`config.mk`:
```
export PLATFORM = sky130hd
export DESIGN_NAME = ex_muldiv
export DESIGN_NICKNAME = d
export VERILOG_FILES = /design/src/rtl/ex_muldiv.sv
export SDC_FILE = /design/constraint.sdc
export NUM_CORES = 1
export LEC_CHECK = 0
export CAP_MARGIN = 15
export CELL_PAD_IN_SITES_DETAIL_PLACEMENT = 1
export CELL_PAD_IN_SITES_GLOBAL_PLACEMENT = 1
export CORE_MARGIN = 2
export CORE_UTILIZATION = 42
export DETAILED_ROUTE_END_ITERATION = 10
export GPL_TIMING_DRIVEN = 0
export MAX_ROUTING_LAYER = met4
export PLACE_DENSITY_LB_ADDON = 0.1
export SETUP_SLACK_MARGIN = 0.5
export SYNTH_ARGS = -nofsm -noshare
export SYNTH_HDL_FRONTEND = slang
export SYNTH_SLANG_ARGS = --single-unit
```
`constraint.sdc`:
```
create_clock -name clk -period 5 [get_ports clk]
set_input_delay 1 -clock clk [delete_from_list [all_inputs] [get_ports clk]]
set_output_delay 1 -clock clk [all_outputs]
set_load 0.05 [all_outputs]
```
`src/rtl/ex_muldiv.sv`:
```
// ex_muldiv: iterative RV32M multiply/divide unit for the Execute stage.
// Operands are captured on start, reduced to magnitudes, and processed one bit
// per cycle. Multiplies use shift-add and divides use restoring shift-subtract.
// Both share one double-width accumulator. The result is sign-corrected and
// registered on the last iteration, and done pulses for one cycle after that.
//
//   state | meaning
//   IDLE  | waiting for an M instruction in EX
//   CALC  | one iteration per cycle, XLEN cycles
//   DONE  | result/RdOut valid, done high, pipeline released
module ex_muldiv #(
  parameter int XLEN = 32,
  parameter int CNTW = 6
) (
  input  logic            clk,
  input  logic            reset,
  input  logic            start,
  input  logic [2:0]      funct3,
  input  logic [XLEN-1:0] srcA,
  input  logic [XLEN-1:0] srcB,
  input  logic [4:0]      RdE,
  input  logic            FlushE,
  output logic            stall,
  output logic            done,
  output logic [XLEN-1:0] result,
  output logic [4:0]      RdOut
);

  typedef enum logic [1:0] {IDLE, CALC, DONE} state_t;

  state_t state, state_nxt;

  logic [2:0]        op_q;
  logic [4:0]        rd_q;
  logic [XLEN-1:0]   a_abs_q, b_abs_q, a_raw_q, b_raw_q;
  logic              neg_q;
  logic [2*XLEN-1:0] acc_q;
  logic [CNTW-1:0]   count_q;

  logic              accept, last_iter, finish;
  logic              a_signed_in, b_signed_in, a_neg_in, b_neg_in, neg_in;
  logic [XLEN-1:0]   a_abs_in, b_abs_in;

  logic [XLEN:0]     mul_sum;
  logic [2*XLEN-1:0] mul_nxt;
  logic [XLEN:0]     div_trial, div_diff;
  logic [2*XLEN-1:0] div_nxt, acc_nxt, prod_fin;
  logic [XLEN-1:0]   quo, rem, res_fin;
  logic              div_zero, div_ovf;

  assign accept    = (state == IDLE) && start && !FlushE;
  assign last_iter = (count_q == CNTW'(XLEN-1));
  assign finish    = (state == CALC) && last_iter && !FlushE;

  // Stall holds F/D/E from the accepting cycle through the final iteration;
  // it is gated by reset so nothing is held while the unit is in reset.
  assign stall = reset && (accept || (state == CALC));

  // MUL's low word is the same either way, so it is treated as signed.
  always_comb begin
    a_signed_in = 1'b0;
    b_signed_in = 1'b0;
    case (funct3)
      3'b000, 3'b001, 3'b100, 3'b110: begin a_signed_in = 1'b1; b_signed_in = 1'b1; end
      3'b010:                         begin a_signed_in = 1'b1; b_signed_in = 1'b0; end
      default:                        begin a_signed_in = 1'b0; b_signed_in = 1'b0; end
    endcase
  end

  // Remainders follow the dividend sign; everything else uses the XOR of the operand signs.
  assign a_neg_in = a_signed_in && srcA[XLEN-1];
  assign b_neg_in = b_signed_in && srcB[XLEN-1];
  assign a_abs_in = a_neg_in ? (~srcA + 1'b1) : srcA;
  assign b_abs_in = b_neg_in ? (~srcB + 1'b1) : srcB;
  assign neg_in   = (funct3[2] && funct3[1]) ? a_neg_in : (a_neg_in ^ b_neg_in);

  // One iteration step. For a multiply the accumulator starts as {0, b}.
  // For a divide it starts as {0, a}: the upper half is the partial remainder
  // and the lower half shifts the quotient in.
  always_comb begin
    mul_sum   = {1'b0, acc_q[2*XLEN-1:XLEN]} + (acc_q[0] ? {1'b0, a_abs_q} : '0);
    mul_nxt   = {mul_sum, acc_q[XLEN-1:1]};
    div_trial = acc_q[2*XLEN-1:XLEN-1];
    div_diff  = div_trial - {1'b0, b_abs_q};
    if (!div_diff[XLEN])
      div_nxt = {div_diff[XLEN-1:0], acc_q[XLEN-2:0], 1'b1};
    else
      div_nxt = {div_trial[XLEN-1:0], acc_q[XLEN-2:0], 1'b0};
    acc_nxt = op_q[2] ? div_nxt : mul_nxt;
  end

  // Final result from the last step's accumulator, with the sign correction
  // applied and the divide special cases taking priority.
  always_comb begin
    prod_fin = neg_q ? (~acc_nxt + 1'b1) : acc_nxt;
    quo      = acc_nxt[XLEN-1:0];
    rem      = acc_nxt[2*XLEN-1:XLEN];
    div_zero = (b_raw_q == '0);
    div_ovf  = !op_q[0] && (a_raw_q == {1'b1, {(XLEN-1){1'b0}}}) && (b_raw_q == '1);
    res_fin  = '0;
    case (op_q)
      3'b000:                 res_fin = prod_fin[XLEN-1:0];
      3'b001, 3'b010, 3'b011: res_fin = prod_fin[2*XLEN-1:XLEN];
      3'b100, 3'b101: begin
        if (div_zero)     res_fin = '1;
        else if (div_ovf) res_fin = {1'b1, {(XLEN-1){1'b0}}};
        else              res_fin = neg_q ? (~quo + 1'b1) : quo;
      end
      default: begin
        if (div_zero)     res_fin = a_raw_q;
        else if (div_ovf) res_fin = '0;
        else              res_fin = neg_q ? (~rem + 1'b1) : rem;
      end
    endcase
  end

  // State register.
  always_ff @(posedge clk or negedge reset) begin
    if (!reset) state <= IDLE;
    else        state <= state_nxt;
  end

  // Next-state logic. A flush always wins, and DONE always returns to IDLE.
  always_comb begin
    state_nxt = state;
    case (state)
      IDLE:    if (accept) state_nxt = CALC;
      CALC: begin
        if (FlushE)         state_nxt = IDLE;
        else if (last_iter) state_nxt = DONE;
      end
      DONE:    state_nxt = IDLE;
      default: state_nxt = IDLE;
    endcase
  end

  // Operand capture, iteration datapath and registered outputs.
  always_ff @(posedge clk or negedge reset) begin
    if (!reset) begin
      op_q    <= '0;
      rd_q    <= '0;
      a_abs_q <= '0;
      b_abs_q <= '0;
      a_raw_q <= '0;
      b_raw_q <= '0;
      neg_q   <= 1'b0;
      acc_q   <= '0;
      count_q <= '0;
      done    <= 1'b0;
      result  <= '0;
      RdOut   <= '0;
    end else begin
      done <= 1'b0;
      if (accept) begin
        op_q    <= funct3;
        rd_q    <= RdE;
        a_abs_q <= a_abs_in;
        b_abs_q <= b_abs_in;
        a_raw_q <= srcA;
        b_raw_q <= srcB;
        neg_q   <= neg_in;
        acc_q   <= funct3[2] ? {{XLEN{1'b0}}, a_abs_in} : {{XLEN{1'b0}}, b_abs_in};
        count_q <= '0;
      end else if (state == CALC) begin
        acc_q   <= acc_nxt;
        count_q <= count_q + 1'b1;
      end
      if (finish) begin
        done   <= 1'b1;
        result <= res_fin;
        RdOut  <= rd_q;
      end
    end
  end

endmodule
```
==> summary.md <==
| Metric | Value |
|---|---|
| Sequential element share of the synthesized area | 0.312 |
| CTS tree | done |
| Final hold viol count | 0 |
| Antenna Nets Post-Route | 0 |
| Fillers | 5,576 |
| Headroom to the max-slew limit | 0.218 |
| Tmin final | 5.03 ns |
| Register Area | 6130 um2 |
| Initial DRC Count | 1,991 |
| Max-cap violation count | 0 |
| Drt wl/cell | 29.7 um |
| First-pass GRT wire length | 144,000 um |
| Total power | 17.8 mW |
| Die span in y | 220 um |
| GRT Util Overall | 0.418 |
| WP data required | 5.49 ns |
| Num ports | 115 |
| Synth-to-layout area growth | 26.4% |
| Worst Max-Slew Pin Slew | 1.17 ns |
| Area leader, netlist | dfrtp_1 |
| Worst path arrival time | 5.52 ns |
| Num rows | 79 |
| Total wire length | 101,000 um |
| Total number of vias | 21,744 |
| WS Path Type | reg -> reg |
| Worst skew pair latency | 0.61 ns |
| Top cell type's share of synthesized area | 0.312 |
| Post-synth EDFFs | 0 |
| Max Fclk | 0.199 GHz |
| Starting Density | 0.424 |
| RSZ-0062 raised after global routing | true |
| Cell leakage power | 10.4 nW |
| PnR worst setup slack | -0.0341 ns |
| Max Root-Sink Buffers | 3 |
| Post-DP HPWL | 79,800 um |
| Startpoint Class | register |
| Status | complete, but fails checks |
| Vias per Instance | 6.39 |
| Share of layout cells above drive strength 1 | 0.151 |
| Main synth FF type | dfrtp_1 |
| Total congestion overflow | 0 |
| IO Port Bufs | 114 |
| Antenna violations before repair | 2 |
| Largest net degree at the start of global routing | 103 |
| Period utilisation layout | 1.01 |
| Pwr dens | 718 nW/um2 |
| Clock Skew | 0.0275 ns |
| Initial DRT Pass Iterations | 5 |
| Mapped Area | 19,600 um2 |
| Clock sinks | 245 |
| Multi-input logic area | 13,800 um2 |
| Gate Count Post-Synth | 2,527 |
| Async S/R FF share, synth | 1.00 |
| Max-slew violation count | 0 |
| Setup violators final | 1 |
| Net count after synthesis | 2,673 |
| Die area | 48,500 um2 |
| CTS buffer count | 30 |
| Final Util | 0.536 |
| Synth unique cells | 106 |
| Ys Warns | 0 |
| Max VDD drop | 0.000349 V |
| Clk slew on worst S/H paths | 0.06 ns |
| Worst path cell trace | clkbuf_4 > buf_4 > buf_2 > buf_4 > buf_4 > buf_4 > buf_2 > buf_4 > a21oi_2 > inv_2 > ha_4 > o21ai_4 > nor4_4 > buf_6 > nand3_4 > buf_6 > o31ai_4 > xor2_2 > a221oi_2 > nor3_1 |
| Vias in the first global route | 21,378 |
| Core area | 46,400 um2 |
| Final net count | 2,915 |
| Worst path max stage delay | 0.43 ns |
| Synth Area per Inst | 7.77 um2 |
| # DRC | 0 |
| DIE WIDTH | 220 um |
| Highest net fanout along the worst path | 10 |
| GPL Wtd Cong | 1.05 |
| Worst min path class | in -> async |
| FF+latch count, synth | 245 |
| CP max-delay cell | dfrtp_1 |
| Top cells by area, synth | dfrtp_1, nand2_1, o21ai_0 |
| # H-tree levels | 1 |
| Violated checks | setup timing |
| CTS root buffer | clkbuf_16 |
| Most frequent CP cell | buf_4 |
| CP Capture Type | register |
## stage by stage
step	worst slack [ns]	cells	setup TNS, ns	area, um2	hold slack, ns
6_report	-0.0341	3404	-0.0341	24800	0.308
3_3_place_gp	-8.13	3248	-2026.47	21700	0.458
5_1_grt	-0.121	3402	-0.860	24800	0.338
4_1_cts	0.103	3366	0	23800	0.320
2_1_floorplan	0.246	2527	0	19800	0.438
3_5_place_dp	-2.08	3252	-39.82	21700	0.470
## cells in the final DEF (no fill, tap or decap), drive strengths merged, types with 17 or more instances in the layout
master         instances
nand2                516
o21ai                250
dfrtp                245
a21oi                165
clkbuf               160
nor2                 153
buf                  133
clkdlybuf4s50        112
xnor2                102
xor2                  89
inv                   75
ha                    68
nand3                 67
nor3                  55
mux2i                 54
o211ai                45
and2                  44
a221oi                44
nor4                  38
o31ai                 35
nand4                 32
or2                   19
a211oi                18
a31oi                 18
nand2b                17
## cell usage after synthesis, drive strengths merged, types with 12 or more instances
cell type and n:
a21o 16, ha 68, o31ai 35, a211oi 18, or2 19, nor4 38
xnor2 102, o41ai 14, xor2 89, nor2 153, a31oi 18, nand2b 17
or3 16, clkbuf 125, a221oi 44, mux2i 54, o211ai 45, nor3 55
nand3 67, nand2 516, dfrtp 245, nand4 32, and2 44, inv 74
buf 32, o221ai 12, o21ai 250, a21oi 165
## path summary, 6_finish.rpt
path	from	to	slack (ns)	cells past startpoint
worst min register to register	rd_q[3]$_DFFE_PN0P_	RdOut[3]$_DFFE_PN0P_	0.48	2
min in group clk	rd_q[3]$_DFFE_PN0P_	RdOut[3]$_DFFE_PN0P_	0.48	2
max in group asynchronous	reset	count_q[1]$_DFFE_PN0N_	3.79	2
worst min-delay path	reset	acc_q[48]$_DFFE_PN0N_	0.31	1
worst max register to register	op_q[2]$_DFFE_PN0P_	result[24]$_DFFE_PN0P_	-0.03	20
worst max-delay path	op_q[2]$_DFFE_PN0P_	result[24]$_DFFE_PN0P_	-0.03	20
## layer usage
| metal | vias up | GRT usage | routed length, um |
|---|---|---|---|
| met5 | - | - | 0 |
| met4 | 0 | 0.183 | 5830 |
| met3 | 297 | 0.0915 | 8810 |
| met2 | 1013 | 0.645 | 45000 |
| met1 | 10918 | 0.527 | 41400 |
| li1 | 9516 | - | - |
## worst max-delay path, delay by kind of cell (launching register included)
family          cells  cell delay (ns)
buf+inv            11             2.96
compound gates      4             0.77
simple gates        3             0.44
flops               1             0.43
fa+ha+maj           1             0.14
xor+xnor            1             0.12
## layout make-up
class,instances,share of cell area
multi-input combinational,2049,0.555
inverter,76,0.0116
tap,607,0.0306
clock buffer,39,0.0345
sequential,245,0.247
timing repair buffer,210,0.0821
buffer,157,0.0313
antenna,4,0.000403
clock inverter,17,0.00700
## timing repair
| action | CTS | global route |
|---|---|---|
| pin swaps | 55 | 84 |
| hold buffers | 0 | 0 |
| setup buffers | 58 | 34 |
| gates resized for setup | 135 | 176 |
| setup endpoints to repair | 52 | 34 |
## power breakdown
part | switching [mW] | leakage, nW | internal [mW]
sequential | 0.740 | 3.11 | 2.44
clock | 0.977 | 0.516 | 1.36
combinational | 7.70 | 6.76 | 4.62
## logic make-up (layout without fill, tap and decap cells)
family | count (synthesis) | after routing | synth area share
buf+inv | 233 | 499 | 0.0497
other cells | 0 | 4 | 0
fa+ha+maj | 70 | 70 | 0.0453
xor+xnor | 191 | 191 | 0.0852
mux | 65 | 65 | 0.0338
compound gates | 707 | 707 | 0.233
flops | 245 | 245 | 0.312
simple gates | 1016 | 1016 | 0.241
## registers in the layout, summed over array words and instances, names as in the netlist, 6 cells and up
register	cells
result	32
b_raw_q	31
a_abs_q	32
acc_q	64
count_q	6
a_raw_q	31
b_abs_q	32
No activity file was read; power rests on OpenSTA's default activity.
